$ cat src/rtl/fb_arb_if.sv
// fb_arb_if: request/ack, scan-out read and RAM macro signals of the frame-buffer arbiter
interface fb_arb_if #(
    parameter int AW = 13,
    parameter int DW = 8
);
    logic          arb_en;
    logic          w0_req;
    logic          w0_ack;
    logic [AW-1:0] w0_addr;
    logic [DW-1:0] w0_data;
    logic          w1_req;
    logic          w1_ack;
    logic [AW-1:0] w1_addr;
    logic [DW-1:0] w1_data;
    logic          rd_req;
    logic          rd_ack;
    logic [AW-1:0] rd_addr;
    logic [DW-1:0] rd_data;
    logic          ram_cs;
    logic          ram_we;
    logic [AW-1:0] ram_addr;
    logic [DW-1:0] ram_wdata;
    logic [DW-1:0] ram_rdata;
    logic          addr_err;
    modport slave (
        input  arb_en, w0_req, w0_addr, w0_data, w1_req, w1_addr, w1_data, rd_req, rd_addr, ram_rdata,
        output w0_ack, w1_ack, rd_ack, rd_data, ram_cs, ram_we, ram_addr, ram_wdata, addr_err
    );
    modport master (
        output arb_en, w0_req, w0_addr, w0_data, w1_req, w1_addr, w1_data, rd_req, rd_addr, ram_rdata,
        input  w0_ack, w1_ack, rd_ack, rd_data, ram_cs, ram_we, ram_addr, ram_wdata, addr_err
    );
endinterface

$ cat src/rtl/fb_arb.sv
// fb_arb: single-port frame-buffer RAM arbiter, two round-robin writers plus priority scan-out reader; FB_ARB_STAT_EN adds write/error counters
module fb_arb #(
    parameter int AW       = 13,
    parameter int DW       = 8,
    parameter int FB_DEPTH = 4800
) (
    input  logic        clk,
    input  logic        rst,
`ifdef FB_ARB_STAT_EN
    input  logic        stat_clr,
    output logic [15:0] stat_wr_cnt,
    output logic [7:0]  stat_err_cnt,
`endif
    fb_arb_if.slave     bus
);
    typedef enum logic [2:0] {IDLE, WR0, WR1, RD, RDV, RDA} state_t;
    state_t state;
    logic   rr;
    logic   oor;
    logic   w0_oor, w1_oor, rd_oor;
    assign w0_oor = bus.w0_addr >= AW'(FB_DEPTH);
    assign w1_oor = bus.w1_addr >= AW'(FB_DEPTH);
    assign rd_oor = bus.rd_addr >= AW'(FB_DEPTH);
    // arbitration and access sequencing; out-of-range accesses run the same states with the RAM kept deselected
    always_ff @(posedge clk) begin
        if (rst) begin
            state         <= IDLE;
            rr            <= 1'b0;
            oor           <= 1'b0;
            bus.ram_cs    <= 1'b0;
            bus.ram_we    <= 1'b0;
            bus.ram_addr  <= '0;
            bus.ram_wdata <= '0;
            bus.w0_ack    <= 1'b0;
            bus.w1_ack    <= 1'b0;
            bus.rd_ack    <= 1'b0;
            bus.rd_data   <= '0;
            bus.addr_err  <= 1'b0;
        end else begin
            bus.ram_cs   <= 1'b0;
            bus.ram_we   <= 1'b0;
            bus.w0_ack   <= 1'b0;
            bus.w1_ack   <= 1'b0;
            bus.rd_ack   <= 1'b0;
            bus.addr_err <= 1'b0;
            case (state)
                IDLE: if (bus.arb_en) begin
                    if (bus.rd_req) begin
                        state        <= RD;
                        oor          <= rd_oor;
                        bus.ram_cs   <= !rd_oor;
                        bus.ram_addr <= bus.rd_addr;
                    end else if (bus.w0_req && (!bus.w1_req || !rr)) begin
                        state         <= WR0;
                        rr            <= 1'b1;
                        oor           <= w0_oor;
                        bus.ram_cs    <= !w0_oor;
                        bus.ram_we    <= !w0_oor;
                        bus.ram_addr  <= bus.w0_addr;
                        bus.ram_wdata <= bus.w0_data;
                        bus.w0_ack    <= 1'b1;
                        bus.addr_err  <= w0_oor;
                    end else if (bus.w1_req) begin
                        state         <= WR1;
                        rr            <= 1'b0;
                        oor           <= w1_oor;
                        bus.ram_cs    <= !w1_oor;
                        bus.ram_we    <= !w1_oor;
                        bus.ram_addr  <= bus.w1_addr;
                        bus.ram_wdata <= bus.w1_data;
                        bus.w1_ack    <= 1'b1;
                        bus.addr_err  <= w1_oor;
                    end
                end
                RD: state <= RDV;
                RDV: begin
                    state        <= RDA;
                    bus.rd_data  <= oor ? DW'(0) : bus.ram_rdata;
                    bus.rd_ack   <= 1'b1;
                    bus.addr_err <= oor;
                end
                default: state <= IDLE;
            endcase
        end
    end
`ifdef FB_ARB_STAT_EN
    // wrapping count of in-range write commits, saturating count of address errors
    always_ff @(posedge clk) begin
        if (rst || stat_clr) begin
            stat_wr_cnt  <= '0;
            stat_err_cnt <= '0;
        end else begin
            if ((state == WR0 || state == WR1) && !oor) stat_wr_cnt <= stat_wr_cnt + 16'd1;
            if (bus.addr_err && stat_err_cnt != 8'hFF) stat_err_cnt <= stat_err_cnt + 8'd1;
        end
    end
`endif
endmodule

$ cat src/flat_wrapper.sv
// flat-port wrapper written by rule: the top's interface ports become plain ports
module fb_arb_flat 
#(
    parameter int AW       = 13,
    parameter int DW       = 8,
    parameter int FB_DEPTH = 4800
)
  (clk, rst, bus_arb_en, bus_w0_req, bus_w0_addr, bus_w0_data, bus_w1_req, bus_w1_addr, bus_w1_data, bus_rd_req, bus_rd_addr, bus_ram_rdata, bus_w0_ack, bus_w1_ack, bus_rd_ack, bus_rd_data, bus_ram_cs, bus_ram_we, bus_ram_addr, bus_ram_wdata, bus_addr_err);
  fb_arb_if #(.AW(AW), .DW(DW)) bus_i ();
  input  logic clk;
  input  logic rst;
  input wire logic [$bits(bus_i.arb_en)-1:0] bus_arb_en;
  input wire logic [$bits(bus_i.w0_req)-1:0] bus_w0_req;
  input wire logic [$bits(bus_i.w0_addr)-1:0] bus_w0_addr;
  input wire logic [$bits(bus_i.w0_data)-1:0] bus_w0_data;
  input wire logic [$bits(bus_i.w1_req)-1:0] bus_w1_req;
  input wire logic [$bits(bus_i.w1_addr)-1:0] bus_w1_addr;
  input wire logic [$bits(bus_i.w1_data)-1:0] bus_w1_data;
  input wire logic [$bits(bus_i.rd_req)-1:0] bus_rd_req;
  input wire logic [$bits(bus_i.rd_addr)-1:0] bus_rd_addr;
  input wire logic [$bits(bus_i.ram_rdata)-1:0] bus_ram_rdata;
  output wire logic [$bits(bus_i.w0_ack)-1:0] bus_w0_ack;
  output wire logic [$bits(bus_i.w1_ack)-1:0] bus_w1_ack;
  output wire logic [$bits(bus_i.rd_ack)-1:0] bus_rd_ack;
  output wire logic [$bits(bus_i.rd_data)-1:0] bus_rd_data;
  output wire logic [$bits(bus_i.ram_cs)-1:0] bus_ram_cs;
  output wire logic [$bits(bus_i.ram_we)-1:0] bus_ram_we;
  output wire logic [$bits(bus_i.ram_addr)-1:0] bus_ram_addr;
  output wire logic [$bits(bus_i.ram_wdata)-1:0] bus_ram_wdata;
  output wire logic [$bits(bus_i.addr_err)-1:0] bus_addr_err;
  assign bus_i.arb_en = bus_arb_en;
  assign bus_i.w0_req = bus_w0_req;
  assign bus_i.w0_addr = bus_w0_addr;
  assign bus_i.w0_data = bus_w0_data;
  assign bus_i.w1_req = bus_w1_req;
  assign bus_i.w1_addr = bus_w1_addr;
  assign bus_i.w1_data = bus_w1_data;
  assign bus_i.rd_req = bus_rd_req;
  assign bus_i.rd_addr = bus_rd_addr;
  assign bus_i.ram_rdata = bus_ram_rdata;
  assign bus_w0_ack = bus_i.w0_ack;
  assign bus_w1_ack = bus_i.w1_ack;
  assign bus_rd_ack = bus_i.rd_ack;
  assign bus_rd_data = bus_i.rd_data;
  assign bus_ram_cs = bus_i.ram_cs;
  assign bus_ram_we = bus_i.ram_we;
  assign bus_ram_addr = bus_i.ram_addr;
  assign bus_ram_wdata = bus_i.ram_wdata;
  assign bus_addr_err = bus_i.addr_err;
  fb_arb #(.AW(AW), .DW(DW), .FB_DEPTH(FB_DEPTH)) u_core (.clk(clk), .rst(rst), .bus(bus_i));
endmodule
$ cat config.mk
export PLATFORM = sky130hd
export DESIGN_NAME = fb_arb_flat
export DESIGN_NICKNAME = d
export VERILOG_FILES = /design/src/rtl/fb_arb_if.sv /design/src/rtl/fb_arb.sv /design/src/flat_wrapper.sv
export SDC_FILE = /design/constraint.sdc
export NUM_CORES = 1
export LEC_CHECK = 0
export BUFFER_PORTS_ARGS = -buffer_cell sky130_fd_sc_hd__buf_2
export CORE_AREA = 2 2 66 68
export CTS_BUF_LIST = sky130_fd_sc_hd__clkbuf_4
export DETAILED_ROUTE_END_ITERATION = 12
export DIE_AREA = 0 0 68 70
export GPL_TIMING_DRIVEN = 0
export PLACE_DENSITY = 0.8
export SLEW_MARGIN = 15
export SYNTH_ARGS = -nofsm -noshare
export SYNTH_HDL_FRONTEND = slang
export SYNTH_SLANG_ARGS = --single-unit
$ cat constraint.sdc
create_clock -name clk -period 1.9 [get_ports clk]
set_input_delay 0.19 -clock clk [delete_from_list [all_inputs] [get_ports clk]]
set_output_delay 0.19 -clock clk [all_outputs]
set_load 0.02 [all_outputs]
==> flow_metrics.tcl, run 1 <==
set metrics [dict create \
    outcome "finished clean" \
    grtUsageTotal 0.2066 \
    die_x_microns 68 \
    yosys.area_share.simple 0.1716 \
    rsz0062_at_grt "no" \
    htreeDepth 2 \
    crit_chain "or4b_4, o21ba_2, clkbuf_2, a22o_1" \
    placed_cell_area_sq_um 2340 \
    path_clk_slew_ns 0.11 \
    netlist_instances 193 \
    layout.nets 372 \
    start_util 0.4257 \
    synth_area_sq_um 1764 \
    synth_top_family_by_area "compound AO/OA/AOI/OAI gates" \
    synth_ff_type "dfxtp_1" \
    critPathBufInv 1 \
    worst_pin_slew_ns 0.5256 \
    tritoncts "done" \
    ir_worst_vdd_uv 391.5 \
    synth_cell_type_count 32 \
    ant_nets 0 \
    cpMaxStageDelayCell "or4b_4" \
    clockRootBuffer "clkbuf_4" \
    drv_cap 0 \
    io_buffers 102 \
    antenna_cells 0 \
    setup_ws_ns 0.08434 \
    path_depth 4 \
    hold_violations 0 \
    crit_family "simple AND/OR/NAND/NOR gates" \
    synthAdderAreaFrac 0 \
    min_period_over_period 0.9556 \
    leakage_uw 0.001194 \
    die_y_microns 70 \
    drv_slew 0 \
    drc 0 \
    p_per_area_nw_per_um2 752.9 \
    drt-total-wl_microns 4788 \
    first_iter_violations 104 \
    crit_type "reg -> reg" \
    routedWlPerCell_microns 13.45 \
    areaGrowthSynthToFinish_pct 38.30 \
    relSlewSlack 0.6496 \
    synth_compound_area_frac 0.2539 \
    skew_ns 0.009276 \
    cts_sinks 40 \
    dp_slack_ns -0.002461 \
    crit_fanout 10 \
    hpwl_microns 3596 \
    drive_above_1_share 0.4046 \
    async_flop_share 0 \
    clock_path_buffers 2 \
    arrival_ns 2.07 \
    r2r_cells 4 \
    pin_count 104 \
    yosys_warnings 0 \
    synth.area.mux_share 0.08511 \
    ys_ff_latch 40 \
    cp_slowest_stage_delay_ns 0.59 \
    grt_max_degree 13 \
    rows 24 \
    hold_path_depth 2 \
    gp_congestion 0.7888 \
    holdWs_ns 0.04229 \
    finish.instance_area_sq_um 2440 \
    grt_pass1_wl_microns 7465 \
    syn-num-nets 262 \
    required_ns 2.15 \
    synth_xor_area_frac 0 \
    coreArea_sq_um 4144 \
    startpoint "u_core.state[2]" \
    synth-edff-count 0 \
    overflow 0 \
    dr.pass1.iters 5 \
    endpoint_kind "register" \
    insertion_delay_ns 0.35 \
    dr_total_vias 1834 \
    antenna_found_initial 0 \
    synth_area_per_cell_sq_um 9.141 \
    vias_per_cell 5.152 \
    cts_inserted_buffers 5 \
    dieArea_sq_um 4760 \
    setup_violations 0 \
    hold_path_class "in -> reg" \
    clock.fmax_mhz 550.8 \
    critPathLaunchType "register" \
    grt_pass1_vias 1653 \
    reg2reg_from "u_core.state[2]" \
    hp-start "bus_ram_rdata[4]" \
    ys_seq_area_frac 0.4539 \
    fin_crit_ns 1.816 \
]
## where the power goes
part           internal [uW]  switching (uW)
Clock                    290             271
Combinational            161             210
Sequential               882            22.9
## cell usage in the layout (no fill, tap or decap), drive strengths merged, types with 2 or more instances in the layout
cell    synthesis  routed
inv             2       2
nor2           14      14
o21a            3       3
nand3b          2       2
clkbuf          9      15
nor3            6       6
a21oi           4       4
buf             3     106
o31ai           2       2
dfxtp          40      40
mux2i          15      15
nand2          33      33
a21boi          3       3
a311oi          8       8
a211oi          3       3
nand3           4       4
a22o           20      20
o21ai          14      14
## synthesized netlist by cell type, types with 2 or more instances
library cell / number / area share
a211oi_1: 3 / 0.013
a21boi_0: 2 / 0.0085
a21oi_1: 4 / 0.011
a22o_1: 20 / 0.099
a311oi_1: 7 / 0.035
buf_2: 2 / 0.0057
clkbuf_1: 9 / 0.019
dfxtp_1: 40 / 0.45
inv_1: 2 / 0.0043
mux2i_1: 15 / 0.085
nand2_1: 33 / 0.070
nand3_1: 4 / 0.011
nand3b_1: 2 / 0.0085
nor2_1: 13 / 0.028
nor3_1: 4 / 0.011
o21a_1: 3 / 0.013
o21ai_0: 14 / 0.040
o31ai_1: 2 / 0.0085
## through the flow
stage / total power [uW] / TNS, ns / util / std cells
CTS: 1852 / 0 / 0.5861 / 356
global route: 1918 / 0 / 0.5888 / 356
global placement: 1283 / -0.0007385 / 0.5646 / 347
floorplan: 1135 / 0 / - / 193
detailed placement: 1288 / -0.004660 / 0.5646 / 347
finish: 1837 / 0 / 0.5888 / 356
## sequential cells by signal, indices dropped and copies added (netlist names)
register and flops:
u_core.rr 1, u_core.bus.ram_we 1, u_core.bus.w1_ack 1, u_core.oor 1, u_core.bus.ram_wdata 8, u_core.state 3, u_core.bus.addr_err 1, u_core.bus.ram_addr 13
u_core.bus.rd_data 8, u_core.bus.ram_cs 1, u_core.bus.w0_ack 1, u_core.bus.rd_ack 1
## routing by layer
layer  global-route usage  share of wire  vias to the layer above  wire length [microns]
met1               0.2610           0.43                      834                   2071
met3              0.03543          0.061                       12                    292
met5                    0              0                        -                      0
met4               0.1000          0.026                        0                    125
met2               0.3333           0.48                       61                   2298
li1                     -              -                      927                      -
## logic make-up after synthesis
| logic type | after synthesis |
|---|---|
| AOI/OAI and AO/OA | 60 |
| buffers and inverters | 14 |
| DFF | 40 |
| muxes | 15 |
| and+or+nand+nor | 64 |
## final timing paths
kind                            slack, ns                      to
worst max-delay path                 0.08  u_core.bus.ram_addr[5]
worst max register to register       0.08  u_core.bus.ram_addr[5]
worst min register to register       0.45   u_core.bus.rd_data[7]
worst min-delay path                 0.04   u_core.bus.rd_data[4]
## final cells by class
| cell class | count | area, sq um |
|---|---|---|
| fillers | 380 | 1704 |
| multi-input cells | 139 | 910.9 |
| flip-flops and latches | 40 | 802.0 |
| repair buffers | 103 | 518.0 |
| well taps | 52 | 65.06 |
| plain buffers | 12 | 56.30 |
| clock buffers | 6 | 45.04 |
| clock inverters | 2 | 35.03 |
| inverters | 2 | 7.507 |
## what timing repair did
action,CTS,global route
pin swaps,1,0
resized for setup,1,3
setup buffers,1,0
hold buffers,0,0
endpoints found under the setup margin,9,11
Power figures use the tool's default switching activity.
==> inputs of run 2 (changes only) <==
--- a/config.mk
+++ b/config.mk
@@ -6,12 +6,13 @@
 export NUM_CORES = 1
 export LEC_CHECK = 0
 export BUFFER_PORTS_ARGS = -buffer_cell sky130_fd_sc_hd__buf_2
-export CORE_AREA = 2 2 66 68
+export CORE_AREA = 2 2 70 72
 export CTS_BUF_LIST = sky130_fd_sc_hd__clkbuf_4
 export DETAILED_ROUTE_END_ITERATION = 12
-export DIE_AREA = 0 0 68 70
+export DIE_AREA = 0 0 72 74
 export GPL_TIMING_DRIVEN = 0
-export PLACE_DENSITY = 0.8
+export PLACE_DENSITY = 0.75
+export SETUP_SLACK_MARGIN = 0.05
 export SLEW_MARGIN = 15
 export SYNTH_ARGS = -nofsm -noshare
 export SYNTH_HDL_FRONTEND = slang
==> constraint.sdc (replaced) <==
create_clock -name clk -period 1.55 [get_ports clk]
set_input_delay 0.155 -clock clk [delete_from_list [all_inputs] [get_ports clk]]
set_output_delay 0.155 -clock clk [all_outputs]
set_load 0.02 [all_outputs]
==> flow_metrics.tcl, run 2 (synthesis results as in run 1) <==
set metrics [dict create \
    p_sw_uw 657.7 \
    areaGrowthSynthToFinish_pct 53.55 \
    dieArea_sq_um 5328 \
    htreeDepth 2 \
    utilization 0.5891 \
    drt-total-wl_microns 5302 \
    outcome "complete, but fails checks" \
    violations "setup timing" \
    antenna_cells 0 \
    layout.nets 390 \
    grtUsageTotal 0.2093 \
    tritoncts "done" \
    seq_power_share 0.473 \
    critPathLaunchType "register" \
    fin_setup_tns_ns -1.846 \
    overflow 0 \
    holdWs_ns 0.03703 \
    leakage_uw 0.001322 \
    pwr-share-comb 0.230 \
    swShare 0.2797 \
    path_clk_slew_ns 0.12 \
    vias_per_cell 4.944 \
    crit_chain "or4b_4, nor3_4, buf_6, mux2i_1, nor2_1" \
    dr.pass1.iters 4 \
    clock.fmax_mhz 594.7 \
    die_y_microns 74 \
    crit_fanout 6 \
    arrival_ns 1.92 \
    biggestRegsByFlops "u_core.bus.ram_addr x13, u_core.bus.ram_wdata x8, u_core.bus.rd_data x8" \
    required_ns 1.79 \
    ant_nets 0 \
    fin_crit_ns 1.682 \
    first_iter_violations 50 \
    cpMaxStageDelayCell "or4b_4" \
    clock_path_buffers 2 \
    hold_violations 0 \
    dr_total_vias 1859 \
    drv_slew 0 \
    mostFrequentLayoutCells "buf_2, dfxtp_1, nand2_1" \
    io_buffers 102 \
    r2r_cells 5 \
    worst_pin_slew_ns 0.4853 \
    rsz0062_at_grt "yes" \
    grt_max_degree 13 \
    final_common_cell "buf_2" \
    drive_above_1_share 0.4565 \
    cts_sinks 40 \
    regMostFlops "u_core.bus.ram_addr" \
    hpwl_microns 3690 \
    relSlewSlack 0.6740 \
    hold_path_depth 3 \
    grt_pass1_vias 1856 \
    antenna_found_initial 0 \
    p_int_uw 1694 \
    insertion_delay_ns 0.35 \
    hold_path_class "in -> reg" \
    cp_slowest_stage_delay_ns 0.56 \
    ir_worst_vdd_uv 407.7 \
    largest_register_ffs 13 \
    start_util 0.3837 \
    cts_inserted_buffers 5 \
    drv_cap 0 \
    die_x_microns 72 \
    dp_slack_ns -0.3645 \
    gp_congestion 0.9440 \
    endpoint_kind "register" \
    min_period_over_period 1.085 \
    rows 25 \
    clkPwrFrac 0.297 \
    skew_ns 0.01316 \
    pin_count 104 \
    p_per_area_nw_per_um2 868.2 \
    grt_pass1_wl_microns 8576 \
    crit_type "reg -> reg" \
    coreArea_sq_um 4598 \
    fillCellCount 434 \
    drc 0 \
    setup_ws_ns -0.1315 \
    clockRootBuffer "clkbuf_4" \
    routedWlPerCell_microns 14.10 \
    setup_violations 24 \
]
## run 2: cell count changes in the layout (fill, tap and decap cells not counted), sizes merged
cell         previous run  this run
buf                   106       118
dlygate4sd3             0         7
clkbuf                 15        14
## run 2: metal layers
metal	track usage	vias up	wire [microns]
met3	0.05285	6	190
met2	0.3560	39	2701
met5	0	-	0
li1	-	967	-
met1	0.2617	847	2341
met4	0.06918	0	69
## run 2: worst max-delay path: cells and delay by family, from the launching register on
| family | cells | cell delay [ns] |
|---|---|---|
| mux | 1 | 0.18 |
| buf+inv | 1 | 0.17 |
| flops | 1 | 0.36 |
| simple gates | 3 | 0.85 |
## run 2: metrics by stage
step | std cells | power, uW | cell area, sq um
6_report | 376 | 2352 | 2709
5_1_grt | 376 | 2476 | 2709
4_1_cts | 375 | 2344 | 2644
3_5_place_dp | 349 | 1584 | 2347
3_3_place_gp | 349 | 1578 | 2347
2_1_floorplan | 193 | 1393 | 1769
## run 2: area by class of cell
cell class / instances / area [sq um] / share of cell area
clock inverter: 2 / 35.03 / 0.01293
sequential: 40 / 807.0 / 0.2979
multi-input combinational: 139 / 968.4 / 0.3575
tap: 54 / 67.56 / 0.02494
buffer: 12 / 81.33 / 0.03002
clock buffer: 6 / 45.04 / 0.01663
timing repair buffer: 121 / 696.9 / 0.2573
inverter: 2 / 7.507 / 0.002771
## run 2: power by group through the flow
stage	registers, uW	clock network, uW	logic (uW)
after floorplan	1190	0	203
after global placement	1130	0	446
after detailed placement	1130	0	451
after CTS	1110	718	517
after global routing	1120	765	593
final	1110	699	541
## run 2: worst paths after layout
kind / start / end / slack, ns
worst max-delay path: u_core.state[2] / u_core.rr / -0.13
worst min-delay path: bus_w0_data[1] / u_core.bus.ram_wdata[1] / 0.04
worst max register to register: u_core.state[2] / u_core.rr / -0.13
worst min register to register: u_core.bus.rd_data[7] / u_core.bus.rd_data[7] / 0.46
## run 2: timing repair
| action | in CTS | in global routing |
|---|---|---|
| cloned | 1 | 1 |
| setup buffers | 10 | 0 |
| hold endpoints to repair | 7 | 0 |
| hold buffers | 7 | 0 |
| gates resized for setup | 17 | 19 |
| pin swaps | 19 | 20 |
| endpoints found under the setup margin | 33 | 35 |
==> inputs of run 3 (changes only) <==
--- a/config.mk
+++ b/config.mk
@@ -5,7 +5,7 @@
 export SDC_FILE = /design/constraint.sdc
 export NUM_CORES = 1
 export LEC_CHECK = 0
-export BUFFER_PORTS_ARGS = -buffer_cell sky130_fd_sc_hd__buf_2
+export BUFFER_PORTS_ARGS = -buffer_cell sky130_fd_sc_hd__buf_4
 export CORE_AREA = 2 2 70 72
 export CTS_BUF_LIST = sky130_fd_sc_hd__clkbuf_4
 export DETAILED_ROUTE_END_ITERATION = 12
==> flow_metrics.tcl, run 3 (synthesis results as in run 1) <==
set metrics [dict create \
    arrival_ns 1.90 \
    antenna_cells 0 \
    biggestRegsByFlops "u_core.bus.ram_addr x13, u_core.bus.ram_wdata x8, u_core.bus.rd_data x8" \
    ir_worst_vdd_uv 487.1 \
    worst_pin_slew_ns 0.5716 \
    leakage_uw 0.001396 \
    grt_max_degree 14 \
    drc 0 \
    required_ns 1.79 \
    coreArea_sq_um 4598 \
    fin_crit_ns 1.666 \
    multiInputGateArea_sq_um 952.2 \
    insertion_delay_ns 0.35 \
    utilization 0.6479 \
    cpMaxStageDelayCell "or4b_4" \
    first_iter_violations 49 \
    relSlewSlack 0.6189 \
    rows 25 \
    regMostFlops "u_core.bus.ram_addr" \
    critPathLaunchType "register" \
    setup_ws_ns -0.1161 \
    ant_nets 0 \
    path_clk_slew_ns 0.12 \
    die_y_microns 74 \
    violations "setup timing" \
    pin_count 104 \
    skew_ns 0.01986 \
    grtUsageTotal 0.2152 \
    largest_register_ffs 13 \
    grt_pass1_wl_microns 8942 \
    outcome "complete, but fails checks" \
    hold_path_class "in -> reg" \
    mostFrequentLayoutCells "buf_4, dfxtp_1, nand2_1" \
    layout.nets 393 \
    rsz0062_at_grt "yes" \
    cts_sinks 40 \
    tritoncts "done" \
    vias_per_cell 5.129 \
    dieArea_sq_um 5328 \
    cp_slowest_stage_delay_ns 0.58 \
    crit_type "reg -> reg" \
    dr.pass1.iters 5 \
    hpwl_microns 3886 \
    setup_violations 24 \
    clock.fmax_mhz 600.2 \
    drv_cap 0 \
    dr_total_vias 1944 \
    overflow 0 \
    drt-total-wl_microns 5668 \
    final_common_cell "buf_4" \
    drive_above_1_share 0.4585 \
    crit_chain "or4b_4, nor3_4, buf_6, mux2i_1, nor2_1" \
    clock_path_buffers 2 \
    grt_pass1_vias 1926 \
    dp_slack_ns -0.3569 \
    clockRootBuffer "clkbuf_4" \
    gp_congestion 0.9023 \
    fillCellCount 413 \
    start_util 0.3837 \
    antenna_found_initial 0 \
    io_buffers 102 \
    htreeDepth 2 \
    areaGrowthSynthToFinish_pct 68.87 \
    routedWlPerCell_microns 14.96 \
    crit_fanout 6 \
    min_period_over_period 1.075 \
    drv_slew 0 \
    cts_inserted_buffers 5 \
    p_per_area_nw_per_um2 814.0 \
    seq_area_sq_um 807.0 \
    hold_violations 0 \
    endpoint_kind "register" \
    die_x_microns 72 \
]
run 3: critical path: cells and delay by family, from the launching register on:
family	cells	cell delay (ns)
AND/OR/NAND/NOR	3	0.86
flip-flops	1	0.35
multiplexers	1	0.18
buffers and inverters	1	0.17
run 3: metal layers:
layer  vias to the layer above  part of all wire  track usage
met1                       916              0.41       0.2580
li1                        968                 -            -
met4                         0             0.014      0.07757
met2                        53              0.53       0.3909
met3                         7             0.047      0.03523
met5                         -                 0            0
run 3: worst paths after layout:
check	startpoint	endpoint	slack, ns	cells after the start
worst min-delay path	rst	u_core.bus.ram_wdata[7]	0.04	2
worst max register to register	u_core.state[0]	u_core.rr	-0.12	5
worst max-delay path	u_core.state[0]	u_core.rr	-0.12	5
worst min register to register	u_core.bus.rd_data[7]	u_core.bus.rd_data[7]	0.48	2
run 3: cell type report:
cell class / instances / area share
Tap cell: 54 / 0.02268
Clock buffer: 5 / 0.01260
Multi-Input combinational cell: 139 / 0.3196
Buffer: 12 / 0.02646
Clock inverter: 3 / 0.01428
Timing Repair Buffer: 124 / 0.3310
Sequential cell: 40 / 0.2709
Inverter: 2 / 0.002520
run 3: power by group:
group	switching (uW)	leakage [uW]	total [uW]	internal [uW]
registers	33.1	0.000327	1110	1080
logic	288	0.00103	624	336
clock network	350	0.0000428	687	337
run 3: per-stage QoR:
stage,std cells,total power (uW),TNS (ns),hold slack (ns),cell area [sq um]
6_report,379,2425,-1.921,0.04065,2979
5_1_grt,379,2539,-3.829,0.02620,2979
4_1_cts,376,2417,-3.174,0.01266,2907
3_5_place_dp,349,1661,-5.587,0.3682,2603
3_3_place_gp,349,1653,-4.943,0.3649,2603
2_1_floorplan,193,1393,-0.8529,0.2271,1769
run 3: timing repair:
item	CTS	global route
cloned	1	1
endpoints found under the hold margin	7	0
hold buffers	7	0
pin swaps	23	8
resized for setup	18	19
buffers inserted	11	2
setup endpoints to repair	33	34
